$ cat src/rtl/snitch_tcdm_bank_pkg.sv
// Shared types for the TCDM bank responder: AMO opcodes, FSM states
// and response mux selects.
package snitch_tcdm_bank_pkg;

  localparam int unsigned AmoWidth = 32;

  typedef enum logic [3:0] {
    AmoNone = 4'd0,
    AmoSwap = 4'd1,
    AmoAdd  = 4'd2,
    AmoAnd  = 4'd3,
    AmoOr   = 4'd4,
    AmoXor  = 4'd5,
    AmoMax  = 4'd6,
    AmoMaxu = 4'd7,
    AmoMin  = 4'd8,
    AmoMinu = 4'd9,
    AmoLr   = 4'd10,
    AmoSc   = 4'd11
  } amo_op_e;

  typedef enum logic {
    IDLE,
    AMO_WB
  } state_e;

  typedef enum logic [1:0] {
    RespZero,
    RespSram,
    RespSc
  } resp_sel_e;

  function automatic logic is_rmw(logic [3:0] op);
    return (op >= 4'd1) && (op <= 4'd9);
  endfunction

endpackage

$ cat src/rtl/snitch_tcdm_amo_alu.sv
// Combinational 32-bit RISC-V AMO arithmetic: result = op(old, operand).
module snitch_tcdm_amo_alu
  import snitch_tcdm_bank_pkg::*;
(
  input  amo_op_e             op,
  input  logic [AmoWidth-1:0] old,
  input  logic [AmoWidth-1:0] operand,
  output logic [AmoWidth-1:0] result
);

  logic lt_s;
  logic lt_u;

  assign lt_s = $signed(old) < $signed(operand);
  assign lt_u = old < operand;

  always_comb begin
    result = old;
    unique case (op)
      AmoSwap: result = operand;
      AmoAdd:  result = old + operand;
      AmoAnd:  result = old & operand;
      AmoOr:   result = old | operand;
      AmoXor:  result = old ^ operand;
      AmoMax:  result = lt_s ? operand : old;
      AmoMaxu: result = lt_u ? operand : old;
      AmoMin:  result = lt_s ? old : operand;
      AmoMinu: result = lt_u ? old : operand;
      default: result = old;
    endcase
  end

endmodule

$ cat src/rtl/snitch_tcdm_bank_responder.sv
// TCDM bank endpoint: SRAM driver with 1-cycle responses and local AMOs.
// Optional LR/SC reservation enabled by SNITCH_TCDM_BANK_LRSC_EN.
module snitch_tcdm_bank_responder
  import snitch_tcdm_bank_pkg::*;
#(
  parameter int unsigned AddrWidth = 10,
  parameter int unsigned DataWidth = 32,
  parameter int unsigned UserWidth = 8,
  localparam int unsigned StrbWidth = DataWidth / 8
) (
  input  logic                 clk_i,
  input  logic                 rst_i,
  input  logic                 mem_q_valid_i,
  output logic                 mem_q_ready_o,
  input  logic [AddrWidth-1:0] mem_q_addr_i,
  input  logic                 mem_q_write_i,
  input  logic [3:0]           mem_q_amo_i,
  input  logic [DataWidth-1:0] mem_q_data_i,
  input  logic [StrbWidth-1:0] mem_q_strb_i,
  input  logic [UserWidth-1:0] mem_q_user_i,
  output logic [DataWidth-1:0] mem_p_data_o,
  output logic                 sram_req_o,
  output logic                 sram_we_o,
  output logic [AddrWidth-1:0] sram_addr_o,
  output logic [DataWidth-1:0] sram_wdata_o,
  output logic [StrbWidth-1:0] sram_be_o,
  input  logic [DataWidth-1:0] sram_rdata_i
);

  state_e                 state;
  resp_sel_e              sel_q;
  amo_op_e                op, op_q;
  logic [AddrWidth-1:0]   addr_q;
  logic [AmoWidth-1:0]    operand_q;
  logic [AmoWidth-1:0]    lane_in, old_lane, result;
  logic [DataWidth-1:0]   wdata_amo;
  logic [StrbWidth-1:0]   be_amo;
  logic accept, rmw, lr, sc, sc_fail, sc_flag_q;

  assign op = amo_op_e'(mem_q_amo_i);
  assign rmw = is_rmw(mem_q_amo_i);
  assign lr = mem_q_amo_i == AmoLr;
  assign sc = mem_q_amo_i == AmoSc;
  assign mem_q_ready_o = (state == IDLE) && !rst_i;
  assign accept = mem_q_valid_i && mem_q_ready_o;

  if (DataWidth == 64) begin : g_w64
    logic hi, hi_q;
    assign hi = |mem_q_strb_i[7:4];
    always_ff @(posedge clk_i) begin
      if (accept && rmw) hi_q <= hi;
    end
    assign lane_in = hi ? mem_q_data_i[63:32] : mem_q_data_i[31:0];
    assign old_lane = hi_q ? sram_rdata_i[63:32] : sram_rdata_i[31:0];
    assign wdata_amo = {result, result};
    assign be_amo = hi_q ? 8'hF0 : 8'h0F;
  end else begin : g_w32
    assign lane_in = mem_q_data_i;
    assign old_lane = sram_rdata_i;
    assign wdata_amo = result;
    assign be_amo = '1;
  end

  snitch_tcdm_amo_alu i_alu (
    .op      (op_q),
    .old     (old_lane),
    .operand (operand_q),
    .result  (result)
  );

`ifdef SNITCH_TCDM_BANK_LRSC_EN
  logic                 resv_valid;
  logic [AddrWidth-1:0] resv_addr;
  logic [UserWidth-1:0] resv_user;
  logic                 hit;

  assign hit = resv_valid && (resv_addr == mem_q_addr_i);
  assign sc_fail = !(hit && (resv_user == mem_q_user_i));

  always_ff @(posedge clk_i) begin
    if (rst_i) begin
      resv_valid <= 1'b0;
    end else if (accept) begin
      if (lr) begin
        resv_valid <= 1'b1;
        resv_addr  <= mem_q_addr_i;
        resv_user  <= mem_q_user_i;
      end else if (sc) begin
        resv_valid <= 1'b0;
      end else if (hit && (rmw || mem_q_write_i)) begin
        resv_valid <= 1'b0;
      end
    end
  end
`else
  logic unused_user;
  assign unused_user = ^mem_q_user_i;
  assign sc_fail = 1'b0;
`endif

  always_comb begin
    sram_req_o   = 1'b0;
    sram_we_o    = 1'b0;
    sram_addr_o  = mem_q_addr_i;
    sram_wdata_o = mem_q_data_i;
    sram_be_o    = '0;
    if (rst_i) begin
      sram_req_o = 1'b0;
    end else if (state == AMO_WB) begin
      sram_req_o   = 1'b1;
      sram_we_o    = 1'b1;
      sram_addr_o  = addr_q;
      sram_wdata_o = wdata_amo;
      sram_be_o    = be_amo;
    end else if (mem_q_valid_i) begin
      sram_be_o = mem_q_strb_i;
      unique case (1'b1)
        rmw, lr: sram_req_o = 1'b1;
        sc: begin
          sram_req_o = !sc_fail;
          sram_we_o  = !sc_fail;
        end
        default: begin
          sram_req_o = 1'b1;
          sram_we_o  = mem_q_write_i;
        end
      endcase
    end
  end

  always_ff @(posedge clk_i) begin
    if (rst_i) begin
      state     <= IDLE;
      sel_q     <= RespZero;
      sc_flag_q <= 1'b0;
    end else begin
      unique case (state)
        IDLE: begin
          if (accept) begin
            sel_q     <= sc ? RespSc : RespSram;
            sc_flag_q <= sc_fail;
            if (rmw) begin
              state     <= AMO_WB;
              addr_q    <= mem_q_addr_i;
              operand_q <= lane_in;
              op_q      <= op;
            end
          end
        end
        AMO_WB: state <= IDLE;
        default: state <= IDLE;
      endcase
    end
  end

  always_comb begin
    mem_p_data_o = '0;
    unique case (sel_q)
      RespSram: mem_p_data_o = sram_rdata_i;
      RespSc:   mem_p_data_o = DataWidth'(sc_flag_q);
      default:  mem_p_data_o = '0;
    endcase
  end

endmodule

$ cat config.mk
export PLATFORM = sky130hd
export DESIGN_NAME = snitch_tcdm_bank_responder
export DESIGN_NICKNAME = d
export VERILOG_FILES = /design/src/rtl/snitch_tcdm_bank_pkg.sv /design/src/rtl/snitch_tcdm_amo_alu.sv /design/src/rtl/snitch_tcdm_bank_responder.sv
export SDC_FILE = /design/constraint.sdc
export NUM_CORES = 1
export LEC_CHECK = 0
export CAP_MARGIN = 20
export CORE_UTILIZATION = 56
export DETAILED_ROUTE_END_ITERATION = 7
export PLACE_DENSITY_LB_ADDON = 0.3
export SETUP_SLACK_MARGIN = 0.2
export SLEW_MARGIN = 25
export SYNTH_ARGS = -nofsm -noshare
export SYNTH_HDL_FRONTEND = slang
export SYNTH_SLANG_ARGS = --single-unit
$ cat constraint.sdc
create_clock -name clk_i -period 9.16 [get_ports clk_i]
set_clock_uncertainty 0.05 [all_clocks]
set_input_delay 1.832 -clock clk_i [delete_from_list [all_inputs] [get_ports clk_i]]
set_output_delay 1.832 -clock clk_i [all_outputs]
set_load 0.05 [all_outputs]
## Word level (Yosys, flattened, before mapping)

Cells that the tools add are included.
W data, S select, Z words.

| storage, ports and cells | value |
|---|---|
| input port bits | 94 |
| output and inout bits | 81 |
| flip-flop bits (word level) | 49 |

| cells by class | value |
|---|---|
| multiplexer cells | 24 |
| magnitude comparators | 4 |
| reduce and logical (&&, ||, !) cells | 7 |
| add/subtract/negate cells | 1 |
| eq/ne operators | 12 |
| bitwise operators | 5 |

Operator list:

| cell | count |
|---|---|
| $pmux W32 S9 | 1 |
| $mux W32 | 7 |
| $lt A32 B32 Y1 | 2 |
| $add A32 B32 Y32 | 1 |
| $and A32 B32 Y32 | 1 |
| $or A32 B32 Y32 | 1 |
| $xor A32 B32 Y32 | 1 |
| $mux W10 | 2 |
| $eq A4 B3 Y1 const B | 4 |
| $eq A4 B4 Y1 const B | 4 |
| $mux W4 | 3 |
| $eq A4 B2 Y1 const B | 2 |
| $mux W1 | 8 |
| $eq A4 B1 Y1 const B | 1 |
| $ge A4 B1 Y1 const B | 1 |
| $le A4 B4 Y1 const B | 1 |
| $pmux W1 S2 | 2 |
| $reduce_and A4 Y1 | 1 |
| $logic_and A1 B1 Y1 | 3 |
| $eq A2 B1 Y1 const B | 1 |
| $mux W2 | 1 |
| $not A1 Y1 | 2 |
| $reduce_and A2 Y1 | 1 |
| $reduce_or A2 Y1 | 1 |
| $logic_not A1 Y1 | 1 |

## Longest topological paths before layout

Gate-level depths: netlist (run 1).

| logic depth | value |
|---|---|
| depth after elaboration | 7 |
| gate-level depth with buffers | 16 |
| mapped depth without buffers | 12 |

## By module

Synthesis (run 1) repeated with hierarchy kept, for this count alone.

| unflattened totals | value |
|---|---|
| cell total of the unflattened synthesis | 921 |
| area, all modules | 7,327.0 um^2 |

Modules (own cells, without submodules):

| module | cells an instance | area an instance (um^2) | instances |
|---|---|---|---|
| snitch_tcdm_amo_alu | 762 | 5,002.3 | 1 |
| snitch_tcdm_bank_responder | 159 | 2,324.7 | 1 |

## Worst setup path before layout (run 1)

No wires, ideal clock.

| timing path | value |
|---|---|
| kind | input to output |
| start | input sram_rdata_i[9] |
| end | output sram_wdata_o[13] |
| slack | 1.680 ns |
| data arrival time | 5.598 ns |
| required time | 7.278 ns |
| path buffers | 4 |
| cell stages on the path | 15 |
| path through | inv_1 > ha_1 > buf_6 > or4_4 > a211oi_2 > o311ai_2 > a211oi_4 > or3_1 > buf_6 > and3_1 > or2_1 > buf_6 > buf_8 > nor4_1 > a211oi_1 |

| between the ends | value |
|---|---|
| cells in the longest elaborated chain, start to end | 5 |
| elaborated cells on any way between the ends | 10 |
| those cells by class | add/sub: 1; order compare: 2; mux: 7 |

Ends and longest elaborated chain:

| item | line | RTL |
|---|---|---|
| start, declared | snitch_tcdm_bank_responder.sv:27 | `input logic [DataWidth-1:0] sram_rdata_i` |
| $lt A32 B32 Y1 (on tied branches) | snitch_tcdm_amo_alu.sv:15, snitch_tcdm_amo_alu.sv:14 |  |
| $mux W32 (on tied branches) | n/a |  |
| $pmux W32 S9 * | snitch_tcdm_amo_alu.sv:19 | `unique case (op)` |
| $mux W32 * | snitch_tcdm_bank_responder.sv:109 | `end else if (state == AMO_WB) begin` |
| $mux W32 * | snitch_tcdm_bank_responder.sv:107 | `if (rst_i) begin` |
| end, declared | snitch_tcdm_bank_responder.sv:25 | `output logic [DataWidth-1:0] sram_wdata_o,` |

Mark *: on every way between the ends. The rest lies on a longest branch, timed or not.

## Worst setup path after layout (run 1)

| timing path | value |
|---|---|
| start | input sram_rdata_i[10] |
| end | output sram_wdata_o[11] |

The elaborated chain is that of the path after synthesis.

==> results.py, run 1 <==
metrics = {
    "power": {
        "power.density_nw_per_um2": 97.53,
        "ir_drop_v": 0.00008307,
        "p_leak_uw": 0.003726,
        "power.total_uw": 880.1,
    },
    "drt": {
        "num_vias": 7752,
        "drt_iter0_drc": 762,
        "drtPass1Iterations": 6,
        "ant_nets": 0,
        "wl_per_cell_um": 18.69,
        "wl_um": 22860,
        "drc": 0,
        "via_per_inst": 6.339,
    },
    "die": {
        "start_util_pct": 58.55,
        "coreArea_um2": 12210,
        "ioPinCount": 175,
        "row_count": 40,
        "die_w_um": 115.0,
        "die_h_um": 115.0,
        "die_area_um2": 13220,
    },
    "cells_and_area": {
        "fillers": 1040,
        "fin_nets": 1245,
        "diodes": 0,
        "final_cell_mix": "165 x clkdlybuf4s50_1, 98 x nand2_1, 96 x ha_1",
        "synthToLayoutAreaGrowth_pct": 26.22,
        "finalInstanceArea_um2": 9024,
        "drive_gt1_share_pct": 5.877,
        "layout.cells.non_filler": 1223,
        "final_common_cell": "clkdlybuf4s50_1",
    },
    "worst_hold_path": {
        "min_from": "sel_q[0]",
        "whs_path_depth": 2,
        "hp-class": "reg -> reg",
    },
    "worst_setup_path": {
        "crit_path_frequent_cell": "clkdlybuf4s50_1",
        "arrival_ns": 6.84,
        "critical_path.max_fanout": 14,
        "cp-end-kind": "output pin",
        "rr_startpoint": "state",
        "critPathTopFamily": "compound AO/OA/AOI/OAI gates",
        "cp.depth": 14,
        "critical_path_class": "in -> out",
        "crit_buf_inv": 4,
        "startpoint_type": "input port",
        "crit_chain": "clkdlybuf4s50_1 > inv_1 > ha_1 > or4_4 > a211oi_2 > o311ai_2 > a211oi_4 > or3_1 > a21o_1 > buf_4 > a21oi_1 > o41ai_1 > a311oi_1 > clkdlybuf4s50_1",
        "critPathSlowestCell": "clkdlybuf4s50_1",
        "crit_start": "sram_rdata_i[10]",
        "critPathMaxStageDelay_ns": 0.75,
        "ff2ff_path_depth": 3,
        "crit_required_ns": 7.28,
    },
    "timing": {
        "final_max_slew_viol_count": 0,
        "rsz0062_at_grt": "false",
        "hold_viol": 0,
        "fmax_ghz": 0.1146,
        "worst_slew_pin_slew_ns": 1.073,
        "setup_viol": 0,
        "slew_headroom_pct": 28.42,
        "period_minus_slack_ns": 8.723,
        "post-route-period-util_pct": 95.23,
        "setup_tns_ns": 0,
    },
    "placement": {
        "port_buffers": 166,
        "dp_hpwl_um": 16330,
        "placed_cell_area_um2": 8862,
        "place_inst": 1215,
        "place_congestion": 0.9452,
    },
    "logic_synthesis": {
        "synth_top_cell_area_share_pct": 19.32,
        "synth_area_um2": 7149,
        "synth_compound_area_share_pct": 31.31,
        "synthAdderAreaFrac_pct": 17.08,
        "synth_edf_count": 46,
        "muxShareOfSynthArea_pct": 0.4200,
        "synth-simple-area-share_pct": 20.23,
        "synthArstFlopShare_pct": 0,
        "synth_xor_area_share_pct": 2.328,
        "synth_area_per_cell_um2": 7.721,
        "yosys.area.top_type": "edfxtp_1",
        "synth_flop_cell": "edfxtp_1",
        "synth_nets": 1117,
        "synth_top_family_by_area": "compound AO/OA/AOI/OAI gates",
        "syn_inst": 926,
        "yosys-top-cells-area": "edfxtp_1 19%, ha_1 17%, a21oi_1 5.7%",
        "synth-seq-area-share_pct": 20.16,
        "ys_ff_latch": 49,
        "ys_types": 76,
        "yosys_warnings": 0,
    },
    "global_route": {
        "antenna_found_initial": 0,
        "grt-ovfl-total": 0,
        "grt_pass1_wl_um": 35700,
        "grt_max_degree": 32,
        "grt.total_usage_pct": 34.42,
        "grt_pass1_vias": 7213,
    },
    "clock_tree": {
        "cts_htree_levels": 2,
        "clock-sinks": 49,
        "ctsResizeCount": 0,
        "numCtsBuffers": 5,
        "insertion_delay_ns": 0.31,
        "clockBufferDepth": 2,
        "post_cts_buffers": 0,
        "cts_hold_buf": 0,
        "clk_pin_slew_worst_paths_ns": 0.08,
        "cts_root_buffer": "clkbuf_16",
        "cts_tree": "yes",
    },
    "outcome": {
        "status": "complete, no violations",
    },
    "flow_run": {
        "drv_cap": 0,
    },
}
[path summary, 6_finish.rpt]
path                      end  slack [ns]
max          sram_wdata_o[11]        0.44
min reg2reg          sel_q[0]        0.45
min                  sel_q[0]        0.45
max reg2reg     operand_q[20]        7.13
[sequential cells by signal, indices dropped and copies added, names as in the netlist]
register	count
operand_q	32
addr_q	10
op_q	4
sel_q	2
state	1
[kinds of logic (layout without fill, tap and decap cells)]
logic type | Yosys count | after routing
AO/OA/AOI/OAI | 317 | 317
AND/OR/NAND/NOR | 296 | 296
buffers and inverters | 145 | 274
adder cells (fa/ha/maj) | 97 | 97
flip-flops | 49 | 49
XOR/XNOR | 19 | 19
multiplexers | 3 | 3
[cell usage after synthesis (17+ instances only)]
master	number
a211oi_1	17
nor2_1	72
a21o_1	17
and2_1	37
inv_1	84
nand2_1	98
o21ai_0	48
ha_1	96
edfxtp_1	46
a21oi_1	81
a31oi_1	19
clkbuf_1	48
[per-layer routing]
| layer | up-vias | track usage, % | share of wire, % | wire length, µm |
|---|---|---|---|---|
| met5 | - | 0 | 0 | 0 |
| met4 | 0 | 12.47 | 3.1 | 719 |
| met3 | 78 | 6.009 | 11 | 2417 |
| met2 | 473 | 56.83 | 45 | 10300 |
| met1 | 3559 | 45.12 | 41 | 9421 |
| li1 | 3642 | - | - | - |
[metrics by stage]
stage                     worst slack (ns)  hold WS, ns  util (%)
after floorplan                      1.680       0.3944         -
after global placement              0.6458       0.4257     72.57
after detailed placement            0.6025       0.4385     72.57
after CTS                           0.5665       0.4506     73.83
after global routing                0.2702       0.4704     73.89
final                               0.4371       0.4474     73.89
[worst register-to-register path: cells and delay by family (launching register included)]
| kind | cells | cell delay [ns] |
|---|---|---|
| buffers and inverters | 1 | 0.50 |
| and+or+nand+nor | 2 | 0.74 |
| DFF | 1 | 0.37 |
[power by group]
part | switching [µW] | internal [µW] | total, µW
sequential | 6.68 | 254 | 261
combinational | 253 | 153 | 405
clock | 108 | 105 | 214
[final cells by class]
| type | count | area [µm²] | share of cell area, % |
|---|---|---|---|
| Multi-Input combinational cell | 732 | 5124 | 56.78 |
| Inverter | 84 | 315.3 | 3.494 |
| Clock buffer | 5 | 125.1 | 1.387 |
| Sequential cell | 49 | 1441 | 15.97 |
| Timing Repair Buffer | 182 | 1779 | 19.72 |
| Clock inverter | 3 | 28.78 | 0.3189 |
| Tap cell | 168 | 210.2 | 2.329 |
(Power assumes the default switching activity.)
==> inputs of run 2 (changes only) <==
--- a/config.mk
+++ b/config.mk
@@ -6,8 +6,10 @@
 export NUM_CORES = 1
 export LEC_CHECK = 0
 export CAP_MARGIN = 20
+export CORE_MARGIN = 2
 export CORE_UTILIZATION = 56
 export DETAILED_ROUTE_END_ITERATION = 7
+export MAX_ROUTING_LAYER = met4
 export PLACE_DENSITY_LB_ADDON = 0.3
 export SETUP_SLACK_MARGIN = 0.2
 export SLEW_MARGIN = 25
==> results.py, run 2 (same netlist as run 1, synthesis figures left out) <==
metrics = {
    "flow_run": {
        "drv_cap": 0,
    },
    "worst_setup_path": {
        "startpoint_type": "input port",
        "critPathMaxStageDelay_ns": 0.71,
        "crit_chain": "clkdlybuf4s50_1 > inv_1 > ha_1 > or4_4 > a211oi_2 > o311ai_2 > a211oi_4 > or3_1 > a21o_1 > buf_4 > a31oi_1 > a2111oi_1 > nor2_1 > clkdlybuf4s50_1",
        "critical_path_class": "in -> out",
        "critPathTopFamily": "compound AO/OA/AOI/OAI gates",
        "crit_path_frequent_cell": "clkdlybuf4s50_1",
        "arrival_ns": 6.78,
        "critPathSlowestCell": "clkdlybuf4s50_1",
        "critical_path.max_fanout": 14,
        "crit_buf_inv": 4,
        "rr_startpoint": "state",
        "cp-end-kind": "output pin",
        "crit_start": "sram_rdata_i[11]",
        "crit_required_ns": 7.28,
    },
    "placement": {
        "place_congestion": 0.9747,
        "dp_hpwl_um": 16410,
        "port_buffers": 166,
    },
    "drt": {
        "drc": 0,
        "wl_per_cell_um": 18.71,
        "via_per_inst": 6.324,
        "wl_um": 22960,
        "drtPass1Iterations": 6,
        "num_vias": 7760,
        "ant_nets": 0,
        "drt_iter0_drc": 696,
    },
    "cells_and_area": {
        "final_cell_mix": "163 x clkdlybuf4s50_1, 98 x nand2_1, 96 x ha_1",
        "reg_top3": "operand_q x32, addr_q x10, op_q x4",
        "fin_nets": 1245,
        "fin_util_pct": 72.03,
        "drive_gt1_share_pct": 5.877,
        "final_common_cell": "clkdlybuf4s50_1",
        "diodes": 0,
        "largest_register_ffs": 32,
        "largest_register": "operand_q",
        "synthToLayoutAreaGrowth_pct": 26.11,
    },
    "clock_tree": {
        "cts_root_buffer": "clkbuf_16",
        "post_cts_buffers": 0,
        "clockBufferDepth": 2,
        "clock-sinks": 49,
        "cts_hold_buf": 0,
        "ctsResizeCount": 0,
        "cts_htree_levels": 2,
        "clk_pin_slew_worst_paths_ns": 0.08,
        "cts_tree": "yes",
        "insertion_delay_ns": 0.31,
        "numCtsBuffers": 5,
    },
    "power": {
        "p_leak_uw": 0.003728,
        "power.density_nw_per_um2": 97.53,
        "ir_drop_v": 0.00007281,
    },
    "die": {
        "start_util_pct": 57.12,
        "die_w_um": 117.0,
        "ioPinCount": 175,
        "die_h_um": 117.0,
        "coreArea_um2": 12520,
        "die_area_um2": 13690,
        "row_count": 41,
    },
    "timing": {
        "final_max_slew_viol_count": 0,
        "setup_tns_ns": 0,
        "hold_viol": 0,
        "period_minus_slack_ns": 8.660,
        "setup_viol": 0,
        "fmax_ghz": 0.1155,
        "worst_slew_pin_slew_ns": 1.067,
        "post-route-period-util_pct": 94.54,
        "slew_headroom_pct": 28.84,
        "rsz0062_at_grt": "false",
    },
    "global_route": {
        "grt.total_usage_pct": 33.75,
        "antenna_found_initial": 0,
        "grt_pass1_wl_um": 35550,
        "grt-ovfl-total": 0,
        "grt_pass1_vias": 7237,
        "grt_max_degree": 46,
    },
    "worst_hold_path": {
        "min_from": "sel_q[0]",
        "hp-class": "reg -> reg",
    },
    "outcome": {
        "status": "complete, no violations",
    },
}
run 2: cell types whose count changed in the layout (fill, tap and decap cells not counted):
cell             delta
nor2_1              +1
clkdlybuf4s50_1     -2
nor2_2              -1
buf_4               +2
nor3_2              -1
nor3_1              +1
run 2: final timing paths:
path,slack [ns],depth (start not counted),endpoint
setup reg to reg,7.12,3,operand_q[12]
hold / removal,0.45,2,sel_q[0]
hold reg to reg,0.45,2,sel_q[0]
setup / recovery,0.50,14,sram_wdata_o[20]
run 2: layout make-up:
type	count	area, µm²
flip-flops and latches	49	1441
repair buffers	182	1774
inverters	84	315.3
fillers	1051	3501
clock inverters	3	28.78
multi-input cells	732	5116
clock buffers	5	125.1
well taps	172	215.2
run 2: per-stage QoR:
step	cells	power (µW)	instance area, µm²	worst slack (ns)	hold slack, ns
final	1227	879.4	9016	0.5000	0.4520
after global routing	1227	916.6	9016	0.2542	0.4686
after CTS	1227	875.3	9016	0.5871	0.4526
after detailed placement	1219	664.1	8862	0.6064	0.4415
after global placement	1219	658.7	8862	0.6532	0.4238
after floorplan	926	524.9	7149	1.680	0.3944
run 2: worst reg2reg max path, cell delays in order, from the launching register on:
cell and delay [ns]:
dfxtp_1 0.38, nor2_1 0.17, and4b_2 0.58, buf_4 0.50
run 2: where the power goes:
| part | switching [µW] | internal [µW] | total (µW) |
|---|---|---|---|
| combinational | 253 | 152 | 405 |
| sequential | 6.70 | 254 | 261 |
| clock | 108 | 105 | 213 |
| total | 367 | 512 | 879 |
run 2: metal layers:
layer	vias to the layer above	track usage (%)	wire [µm]	part of all wire, %
li1	3645	-	-	-
met4	0	12.86	714	3.1
met1	3567	45.22	9727	42
met5	-	-	0	0
met2	476	51.60	10160	44
met3	72	5.149	2353	10
==> inputs of run 3 (changes only) <==
--- a/config.mk
+++ b/config.mk
@@ -5,9 +5,10 @@
 export SDC_FILE = /design/constraint.sdc
 export NUM_CORES = 1
 export LEC_CHECK = 0
+export ABC_AREA = 1
 export CAP_MARGIN = 20
 export CORE_MARGIN = 2
-export CORE_UTILIZATION = 56
+export CORE_UTILIZATION = 55
 export DETAILED_ROUTE_END_ITERATION = 7
 export MAX_ROUTING_LAYER = met4
 export PLACE_DENSITY_LB_ADDON = 0.3
@@ -15,4 +16,5 @@
 export SLEW_MARGIN = 25
 export SYNTH_ARGS = -nofsm -noshare
 export SYNTH_HDL_FRONTEND = slang
+export SYNTH_HIERARCHICAL = 1
 export SYNTH_SLANG_ARGS = --single-unit
==> constraint.sdc (replaced) <==
create_clock -name clk_i -period 9.71 [get_ports clk_i]
set_clock_uncertainty 0.05 [all_clocks]
set_input_delay 1.942 -clock clk_i [delete_from_list [all_inputs] [get_ports clk_i]]
set_output_delay 1.942 -clock clk_i [all_outputs]
set_load 0.05 [all_outputs]
==> results.py, run 3 <==
metrics = {
    "global_route": {
        "grt-ovfl-total": 0,
        "grt.total_usage_pct": 42.22,
        "grt_pass1_vias": 11410,
        "met1_usage_pct": 56.45,
        "use_met2_pct": 61.59,
        "grt_max_degree": 45,
        "antenna_found_initial": 0,
        "grt_pass1_wl_um": 59590,
        "grt-busiest-layer": "met2",
        "grt_use_met3_pct": 11.30,
    },
    "power": {
        "power_frac_seq_pct": 25.1,
        "p_leak_uw": 0.005973,
        "comb_power_share_pct": 54.9,
        "ir_drop_v": 0.0001556,
        "power.density_nw_per_um2": 84.30,
        "switching_share_pct": 45.25,
        "internal_power_uw": 545.0,
        "p_clk_share_pct": 20.0,
        "p_sw_uw": 450.5,
    },
    "timing": {
        "post-route-period-util_pct": 90.40,
        "slew_headroom_pct": 29.39,
        "period_minus_slack_ns": 8.778,
        "setup_viol": 0,
        "hold_viol": 0,
        "final_max_slew_viol_count": 0,
        "setup_tns_ns": 0,
        "rsz0062_at_grt": "false",
        "worst_slew_pin_slew_ns": 1.058,
        "setup_ws_ns": 0.9323,
        "fmax_ghz": 0.1139,
    },
    "clock_tree": {
        "clockBufferDepth": 2,
        "cts_hold_buf": 0,
        "cts_tree": "yes",
        "post_cts_buffers": 0,
        "insertion_delay_ns": 0.29,
        "clk_pin_slew_worst_paths_ns": 0.07,
        "clock-sinks": 49,
        "cts_htree_levels": 2,
        "ctsResizeCount": 0,
        "cts_root_buffer": "clkbuf_16",
        "numCtsBuffers": 5,
    },
    "logic_synthesis": {
        "synth_nets": 1939,
        "synth_area_um2": 9599,
        "synthArstFlopShare_pct": 0,
        "yosys-top-cells-area": "nand2_1 22%, edfxtp_1 14%, ha_1 13%",
        "synthTopCellsByCount": "573 x nand2_1, 268 x nor2_1, 235 x nand3_1, 205 x inv_1, 96 x ha_1",
        "synth_area_per_cell_um2": 5.492,
        "ys_types": 41,
        "synth_flop_cell": "edfxtp_1",
        "synth_most_common_cell": "nand2_1",
        "synth_top_cell_area_share_pct": 22.41,
        "synth-seq-area-share_pct": 15.02,
        "yosys_warnings": 6,
        "synth_edf_count": 46,
        "yosys.area.top_type": "nand2_1",
        "ys_ff_latch": 49,
        "syn_inst": 1748,
    },
    "drt": {
        "via_per_inst": 5.915,
        "drc": 0,
        "num_vias": 12340,
        "drt_iter0_drc": 1536,
        "drtPass1Iterations": 6,
        "wl_per_cell_um": 18.38,
        "wl_um": 38350,
        "ant_nets": 0,
    },
    "worst_setup_path": {
        "crit_required_ns": 7.72,
        "cp-end-kind": "output pin",
        "ff2ff_setup_slack_ns": 7.71,
        "critPathMaxStageDelay_ns": 0.59,
        "arrival_ns": 6.79,
        "critPathTopFamily": "simple AND/OR/NAND/NOR gates",
        "crit_path_frequent_cell": "nand2_1",
        "crit_chain": "clkdlybuf4s50_1 > inv_1 > ha_1 > inv_1 > a21oi_1 > o21a_1 > nand2_1 > a21oi_4 > nand2_2 > buf_4 > nand2_4 > nand2_4 > nand2_1 > nand3_1 > nand2_1 > nor2_1 > nor2_1 > nand2_1 > nand2_1 > buf_12",
        "critical_path_class": "in -> out",
        "crit_buf_inv": 5,
        "startpoint_type": "input port",
        "critPathSlowestCell": "clkdlybuf4s50_1",
        "critical_path.max_fanout": 42,
    },
    "worst_hold_path": {
        "hp-class": "reg -> reg",
    },
    "flow_run": {
        "drv_cap": 0,
    },
    "cells_and_area": {
        "layout.cells.non_filler": 2086,
        "drive_gt1_share_pct": 4.084,
        "largest_register_ffs": 32,
        "final_cell_mix": "573 x nand2_1, 264 x nor2_1, 235 x nand3_1",
        "diodes": 0,
        "fin_nets": 2051,
        "synthToLayoutAreaGrowth_pct": 23.01,
        "final_common_cell": "nand2_1",
        "largest_register": "operand_q",
        "reg_top3": "operand_q x32, addr_q x10, op_q x4",
    },
    "die": {
        "die_w_um": 136.1,
        "die_h_um": 136.1,
        "start_util_pct": 55.89,
        "ioPinCount": 175,
        "row_count": 48,
        "die_area_um2": 18530,
        "coreArea_um2": 17180,
    },
    "placement": {
        "dp_hpwl_um": 27980,
        "port_buffers": 166,
        "post-place-ws_ns": 1.190,
        "place_congestion": 1.056,
        "place_inst": 2078,
    },
    "outcome": {
        "status": "complete, no violations",
    },
}
## run 3: cell count changes in the layout (fill, tap and decap cells not counted), moves of 31 or more
cell	before	now
nand2_1	98	573
buf_12	0	31
nand3_1	13	235
nor2_1	71	264
inv_1	84	205
and2_1	37	2
## run 3: worst reg2reg max path, delay by kind of cell, from the launching register on
kind,cells,cell delay [ns]
DFF,1,0.38
and+or+nand+nor,3,0.78
buffers and inverters,1,0.46
## run 3: routing by layer
layer | up-vias | share of wire (%)
met4 | 0 | 3.4
met1 | 5569 | 42
met3 | 125 | 13
met5 | - | 0
li1 | 5874 | -
met2 | 771 | 42
## run 3: final timing paths
kind / to / startpoint / cells past startpoint
worst max-delay path: sram_wdata_o[15] / sram_rdata_i[31] / 20
worst min-delay path: sel_q[0] / sel_q[0] / 2
worst max register to register: operand_q[22] / state / 4
worst min register to register: sel_q[0] / sel_q[0] / 2
## run 3: area by class of cell
| type | instances | area [µm²] |
|---|---|---|
| Multi-Input combinational cell | 1411 | 7025 |
| Clock buffer | 6 | 128.9 |
| Clock inverter | 2 | 38.79 |
| Fill cell | 1534 | 5369 |
| Tap cell | 225 | 281.5 |
| Inverter | 209 | 784.5 |
| Timing Repair Buffer | 184 | 2107 |
| Sequential cell | 49 | 1441 |
## run 3: power by group through the flow
stage | sequential, µW | combinational (µW) | clock, µW
5_1_grt | 250 | 588 | 209
3_5_place_dp | 253 | 530 | 0
4_1_cts | 249 | 533 | 203
3_3_place_gp | 253 | 521 | 0
2_1_floorplan | 250 | 333 | 0
6_report | 250 | 546 | 199
## run 3: through the flow
step                hold WS [ns]  util, %  power (µW)  cell area (µm²)
global route              0.4893    68.74        1047            11810
floorplan                 0.3889        -       582.9             9599
global placement          0.4051    67.77       774.6            11640
detailed placement        0.4250    67.77       783.8            11640
finish                    0.4351    68.74       995.4            11810
CTS                       0.4366    68.74       984.8            11810
## run 3: cells by family after synthesis
group           count (synthesis)  synth area share (%)
buf+inv                       288                 12.06
fa+ha+maj                      97                 12.72
simple gates                 1145                 49.74
compound gates                169                 10.47
flops                          49                 15.02
